==> src/rtl/rb_pkg.sv <==
// Shared address-map helpers and load-FSM state type for the EV22 register bank.
package rb_pkg;

    typedef enum logic [0:0] {RB_IDLE, RB_WAIT} rb_state_e;

    function automatic int unsigned addr_pi_base(input int unsigned num_gpr);
        return num_gpr;
    endfunction

    function automatic int unsigned addr_po_base(input int unsigned num_gpr,
                                                 input int unsigned num_pi);
        return num_gpr + num_pi;
    endfunction

    function automatic int unsigned addr_w(input int unsigned num_gpr,
                                           input int unsigned num_pi,
                                           input int unsigned num_po);
        return num_gpr + num_pi + num_po;
    endfunction

endpackage

==> src/rtl/rb_sync2.sv <==
// Two-flop synchroniser for one asynchronous input port, cleared by reset.
module rb_sync2 #(
    parameter int unsigned DATA_W = 16
) (
    input  logic              clk,
    input  logic              nreset,
    input  logic [DATA_W-1:0] d,
    output logic [DATA_W-1:0] q
);

    logic [DATA_W-1:0] meta_q;
    logic [DATA_W-1:0] sync_q;

    always_ff @(posedge clk or negedge nreset) begin
        if (!nreset) begin
            meta_q <= '0;
            sync_q <= '0;
        end else begin
            meta_q <= d;
            sync_q <= meta_q;
        end
    end

    assign q = sync_q;

endmodule

==> src/rtl/param_register_bank.sv <==
// Flat-addressed GPR / PI / PO / W register bank with two read ports, one write port
// and a handshaked memory load into W.
module param_register_bank
    import rb_pkg::*;
#(
    parameter int unsigned DATA_W  = 16,
    parameter int unsigned NUM_GPR = 28,
    parameter int unsigned NUM_PI  = 2,
    parameter int unsigned NUM_PO  = 2,
    parameter int unsigned BYPASS  = 0,
    parameter int unsigned SEL_W   = $clog2(NUM_GPR + NUM_PI + NUM_PO + 1)
) (
    input  logic                     clk,
    input  logic                     nreset,
    input  logic [SEL_W-1:0]         sel_a,
    input  logic [SEL_W-1:0]         sel_b,
    output logic [DATA_W-1:0]        rd_a,
    output logic [DATA_W-1:0]        rd_b,
    input  logic                     wr_en,
    input  logic [SEL_W-1:0]         wr_sel,
    input  logic [DATA_W-1:0]        wr_data,
    input  logic [NUM_PI*DATA_W-1:0] pi,
    output logic [NUM_PO*DATA_W-1:0] po,
    output logic [DATA_W-1:0]        w_out,
    input  logic                     ld_start,
    output logic                     mem_rd_req,
    input  logic                     mem_rd_valid,
    input  logic [DATA_W-1:0]        mem_rd_data,
    output logic                     busy,
    output logic                     wr_err
);

    localparam int unsigned PI_BASE = addr_pi_base(NUM_GPR);
    localparam int unsigned PO_BASE = addr_po_base(NUM_GPR, NUM_PI);
    localparam int unsigned ADDR_W  = addr_w(NUM_GPR, NUM_PI, NUM_PO);

    logic [DATA_W-1:0] gpr_q   [NUM_GPR];
    logic [DATA_W-1:0] po_q    [NUM_PO];
    logic [DATA_W-1:0] pi_sync [NUM_PI];
    logic [DATA_W-1:0] w_q;
    logic              wr_err_q, wr_err_d;
    rb_state_e         state_q, state_d;

    int unsigned wr_idx;
    logic        wr_gpr, wr_po, wr_w, wr_hit;

    for (genvar g = 0; g < NUM_PI; g++) begin : g_pi_sync
        rb_sync2 #(.DATA_W(DATA_W)) u_sync (
            .clk    (clk),
            .nreset (nreset),
            .d      (pi[g*DATA_W +: DATA_W]),
            .q      (pi_sync[g])
        );
    end

    // Decode the C-bus target; W is locked while a load owns it.
    always_comb begin
        wr_idx   = 32'(wr_sel);
        wr_gpr   = wr_idx < NUM_GPR;
        wr_po    = (wr_idx >= PO_BASE) && (wr_idx < ADDR_W);
        wr_w     = wr_idx == ADDR_W;
        wr_hit   = wr_en && (wr_gpr || wr_po || (wr_w && state_q != RB_WAIT));
        wr_err_d = wr_en && !(wr_gpr || wr_po || wr_w);
    end

    function automatic logic [DATA_W-1:0] read_reg(input logic [SEL_W-1:0] sel);
        logic [DATA_W-1:0] val;
        int unsigned       idx;
        idx = 32'(sel);
        val = '0;
        for (int unsigned i = 0; i < NUM_GPR; i++) begin
            if (idx == i) val = gpr_q[i];
        end
        for (int unsigned i = 0; i < NUM_PI; i++) begin
            if (idx == PI_BASE + i) val = pi_sync[i];
        end
        for (int unsigned i = 0; i < NUM_PO; i++) begin
            if (idx == PO_BASE + i) val = po_q[i];
        end
        if (idx == ADDR_W) val = w_q;
        if (BYPASS != 0 && wr_hit && sel == wr_sel) val = wr_data;
        return val;
    endfunction

    always_comb begin
        rd_a = read_reg(sel_a);
        rd_b = read_reg(sel_b);
    end

    always_comb begin
        state_d    = state_q;
        mem_rd_req = 1'b0;
        busy       = 1'b0;
        unique case (state_q)
            RB_IDLE: begin
                if (ld_start) state_d = RB_WAIT;
            end
            RB_WAIT: begin
                mem_rd_req = 1'b1;
                busy       = 1'b1;
                if (mem_rd_valid) state_d = RB_IDLE;
            end
            default: state_d = RB_IDLE;
        endcase
    end

    always_ff @(posedge clk or negedge nreset) begin
        if (!nreset) begin
            for (int unsigned i = 0; i < NUM_GPR; i++) gpr_q[i] <= '0;
            for (int unsigned i = 0; i < NUM_PO; i++) po_q[i] <= '0;
            w_q      <= '0;
            wr_err_q <= 1'b0;
            state_q  <= RB_IDLE;
        end else begin
            for (int unsigned i = 0; i < NUM_GPR; i++) begin
                if (wr_hit && wr_idx == i) gpr_q[i] <= wr_data;
            end
            for (int unsigned i = 0; i < NUM_PO; i++) begin
                if (wr_hit && wr_idx == PO_BASE + i) po_q[i] <= wr_data;
            end
            if (state_q == RB_WAIT && mem_rd_valid) begin
                w_q <= mem_rd_data;
            end else if (wr_hit && wr_w) begin
                w_q <= wr_data;
            end
            wr_err_q <= wr_err_d;
            state_q  <= state_d;
        end
    end

    for (genvar g = 0; g < NUM_PO; g++) begin : g_po
        assign po[g*DATA_W +: DATA_W] = po_q[g];
    end

    assign w_out  = w_q;
    assign wr_err = wr_err_q;

endmodule

==> config.mk <==
export PLATFORM = sky130hd
export DESIGN_NAME = param_register_bank
export DESIGN_NICKNAME = d
export VERILOG_FILES = /design/src/rtl/rb_pkg.sv /design/src/rtl/rb_sync2.sv /design/src/rtl/param_register_bank.sv
export SDC_FILE = /design/constraint.sdc
export NUM_CORES = 1
export LEC_CHECK = 0
export ABC_AREA = 1
export ABC_CLOCK_PERIOD_IN_PS = 2100
export CORE_AREA = 2 2 255 257
export DETAILED_ROUTE_END_ITERATION = 12
export DIE_AREA = 0 0 257 259
export DONT_BUFFER_PORTS = 1
export GPL_TIMING_DRIVEN = 0
export SLEW_MARGIN = 0
export SYNTH_ARGS = -nofsm -noshare
export SYNTH_HDL_FRONTEND = slang
export SYNTH_HIERARCHICAL = 1
export SYNTH_SLANG_ARGS = --single-unit
==> constraint.sdc <==
create_clock -name clk -period 2.1 [get_ports clk]
set_input_delay 0.21 -clock clk [delete_from_list [all_inputs] [get_ports clk]]
set_output_delay 0.21 -clock clk [all_outputs]
set_load 0.02 [all_outputs]
==> impl_metrics.ini <==
[die]
core_area_um2 = 63900
fp.dieW_um = 257
starting_density_of_the_core_pct = 44.6
die-height_um = 259
die_area_um2 = 66600
core.rowCount = 93
top_level_ports = 170

[worst_setup_path]
crit_path_leading_delay_family = simple AND/OR/NAND/NOR gates
path_buf_inv = 0
crit_path_cell_trace = nand4_1 -> nand2_1 -> nor2_1 -> nand4_1 -> nand2_1 -> nand4_1 -> nor2_2 -> nand4_1 -> nor2_2 -> nand3_1 -> nand2_1 -> nand4_1 -> nor2_1 -> nand4_1 -> nor2_2 -> nand4_1 -> nor2_4 -> nand4_1
worst_ep_required_time_ns = 1.89
cp_data_arrival_time_ns = 3.82
crit_path_max_fanout = 3
timing.critical_path.slowest_cell_delay_ns = 0.41
path_class = flop to primary output
worstSetupStartpointType = flop
timing.critical_path.mode_cell = sky130_fd_sc_hd__nand4_1
slowest_stage = sky130_fd_sc_hd__dfrtp_1
setup.worst_path.end_class = primary output

[timing]
hold_viol = 562
fin_hold_ws_ns = -0.689
tightestPinTransition_ns = 1.90
timing.setup.tns_ns = -50.62
final_critical_path_setup_slack_ns = -1.93
rsz0062_at_grt = true
maxSlewHeadroom_pct = -26.9
timing.fmax_mhz = 248
final_period_minus_worst_setup_slack_ns = 4.03
finClkSkew_ns = 0.0266
min_period_over_period_pct = 192
finalSetupViolations = 32
max_slew_violation_total_from_the_final_report = 274

[cts]
cts_made_buffers = 66
cts_root_buf = sky130_fd_sc_hd__clkbuf_16
htreeDepth = 3
clkTransAtPathRegs_ns = 0.06
cts_tree = done
insertion_delay_ns = 0.63
cts_buffer_depth = 3
clkSinkCount = 562

[routing]
ant_nets = 0
drtPass1Iterations = 6
vias_per_cell = 5.74
drtIter0Drc = 3452
wl_per_cell_um = 23.8
drc_errors = 0
num_vias = 28700
detailed_route_wire_length_um = 119000

[placed_design]
dp.cells = 4785
place_congestion = 0.966
port-buffer-count = 0
post-dp-hpwl_um = 85700

[worst_hold_path]
worst_hold_path_type = input port to asynchronous set/reset pin

[run_status]
result_of_the_run = finished, violations left
violations_in_the_final_reports = hold timing, slew limit, setup timing

[global_routing]
grt_pass1_vias = 27200
grt_max_degree = 563
track_usage_pct = 35.3
globalRouteOverflowTotal = 0
initial_antenna_violation_count = 7
grt_pass1_wl_um = 175000

[power_and_ir_drop]
p_per_area_nw_per_um2 = 797
power.static_leakage_nw = 15.2
power.ir.vdd_worst_mv = 0.907

[synthesis]
synth-warning-count = 6
netlist-cell-type-count = 25
yosys_register_bits = 562
synthesis.instances = 3930
syn_area_per_cell_um2 = 7.25
synth.yosys.seq_area_share_pct = 49.4
syn_area_um2 = 28500
syn_nets = 4017

[cells_and_area]
syn_to_final_growth_pct = 20.4
share_of_layout_cells_above_drive_strength_1_pct = 14.2
layout_common_cells = sky130_fd_sc_hd__nand2_1 (1399), sky130_fd_sc_hd__dfrtp_1 (561), sky130_fd_sc_hd__o21ai_0 (390)
final_cell_count_no_fill = 4997
final_nets = 4174
final_common_cell = sky130_fd_sc_hd__nand2_1
n_fill_cell = 6224

[run]
max_cap_viol_count = 0
worst reg2reg max path: cells and delay by family, from the launching register on:
family,cells,cell delay [ns]
buffers and inverters,2,0.64
flip-flops,1,0.54
AND/OR/NAND/NOR,3,0.75
registers in the layout, indices dropped and copies added, names as in the netlist:
signal                   count
po                          32
g_pi_sync.u_sync/q          32
g_pi_sync.u_sync/meta_q     32
state_q                      1
w_out                       16
gpr_q                      448
wr_err                       1
logic make-up (layout without fill, tap and decap cells):
group / Yosys count / count (layout) / synth area share [%]
compound gates: 595 / 595 / 10.5
buf+inv: 531 / 739 / 7.16
flops: 562 / 562 / 49.4
other cells: 0 / 4 / 0
simple gates: 2242 / 2242 / 33.0
stage by stage:
stage / power, mW / area, um^2 / setup slack (ns) / util [%]
after floorplan: 13.8 / 28700 / -0.159 / -
after global placement: 14.7 / 29800 / -1.97 / 46.6
after detailed placement: 14.7 / 29800 / -1.96 / 46.6
after CTS: 27.2 / 33600 / -1.95 / 52.7
after global routing: 28.1 / 34300 / -2.00 / 53.6
final: 27.3 / 34300 / -1.93 / 53.7
per-layer routing:
metal | track usage, % | wire [um] | up-vias
li1 | - | - | 12900
met1 | 47.7 | 48400 | 14000
met2 | 54.6 | 53500 | 1371
met3 | 7.50 | 11000 | 339
met4 | 16.3 | 6160 | 10
met5 | 0 | 73 | -
Yosys cell counts:
| cell type | number | share of area [%] |
|---|---|---|
| sky130_fd_sc_hd__nor2_1 | 349 | 4.6 |
| sky130_fd_sc_hd__inv_2 | 8 | 0.11 |
| sky130_fd_sc_hd__a21o_1 | 1 | 0.026 |
| sky130_fd_sc_hd__o21ai_1 | 118 | 2.1 |
| sky130_fd_sc_hd__nor3_2 | 5 | 0.18 |
| sky130_fd_sc_hd__a31oi_1 | 1 | 0.022 |
| sky130_fd_sc_hd__nor3_4 | 2 | 0.11 |
| sky130_fd_sc_hd__clkinv_1 | 1 | 0.013 |
| sky130_fd_sc_hd__buf_6 | 1 | 0.040 |
| sky130_fd_sc_hd__inv_1 | 300 | 4.0 |
| sky130_fd_sc_hd__buf_4 | 5 | 0.13 |
| sky130_fd_sc_hd__clkbuf_1 | 200 | 2.6 |
| sky130_fd_sc_hd__o21ai_0 | 391 | 6.9 |
| sky130_fd_sc_hd__or2_0 | 1 | 0.022 |
| sky130_fd_sc_hd__or2_2 | 56 | 1.2 |
| sky130_fd_sc_hd__dfrtp_1 | 562 | 49 |
| sky130_fd_sc_hd__buf_2 | 16 | 0.28 |
| sky130_fd_sc_hd__nor2_2 | 3 | 0.066 |
| sky130_fd_sc_hd__nand4_1 | 217 | 4.8 |
| sky130_fd_sc_hd__nand2_1 | 1457 | 19 |
| sky130_fd_sc_hd__nor3_1 | 16 | 0.28 |
| sky130_fd_sc_hd__a21oi_1 | 83 | 1.5 |
| sky130_fd_sc_hd__o21bai_1 | 1 | 0.026 |
| sky130_fd_sc_hd__nand3_1 | 131 | 2.3 |
| sky130_fd_sc_hd__nor2_4 | 5 | 0.20 |
worst paths after layout:
path,to,slack (ns),cells past startpoint,startpoint
worst max-delay path,rd_b[5],-1.93,18,gpr_q[437]
worst min-delay path,gpr_q[235],-0.69,0,nreset
worst max register to register,w_out[5],0.02,5,state_q
worst min register to register,g_pi_sync[0].u_sync/q[9],0.35,0,g_pi_sync[0].u_sync/meta_q[9]
max in group asynchronous,gpr_q[365],1.29,0,nreset
min in group clk,w_out[2],0,3,mem_rd_valid
power by group:
part	internal, mW	leakage (nW)	switching, mW	total (mW)
clock	7.41	1.14	4.99	12.4
combinational	0.726	6.52	1.52	2.24
sequential	11.7	7.51	0.958	12.7
layout make-up:
| class | count | area, um^2 | area share, % |
|---|---|---|---|
| antenna | 4 | 10.0 | 0.0292 |
| buffer | 222 | 1310 | 3.83 |
| clock buffer | 81 | 1810 | 5.28 |
| clock inverter | 38 | 494 | 1.44 |
| inverter | 309 | 1170 | 3.40 |
| multi-input combinational | 2837 | 13400 | 39.2 |
| sequential | 562 | 14100 | 41.0 |
| tap | 855 | 1070 | 3.12 |
| timing repair buffer | 89 | 916 | 2.67 |
what timing repair did:
item,in CTS,in global routing
hold buffers,72,2
gates cloned,0,4
endpoints found under the hold margin,622,564
gates resized for setup,281,239
setup endpoints to repair,430,528
setup buffers,3,8
pin swaps,93,96
(Power assumes the default switching activity.)
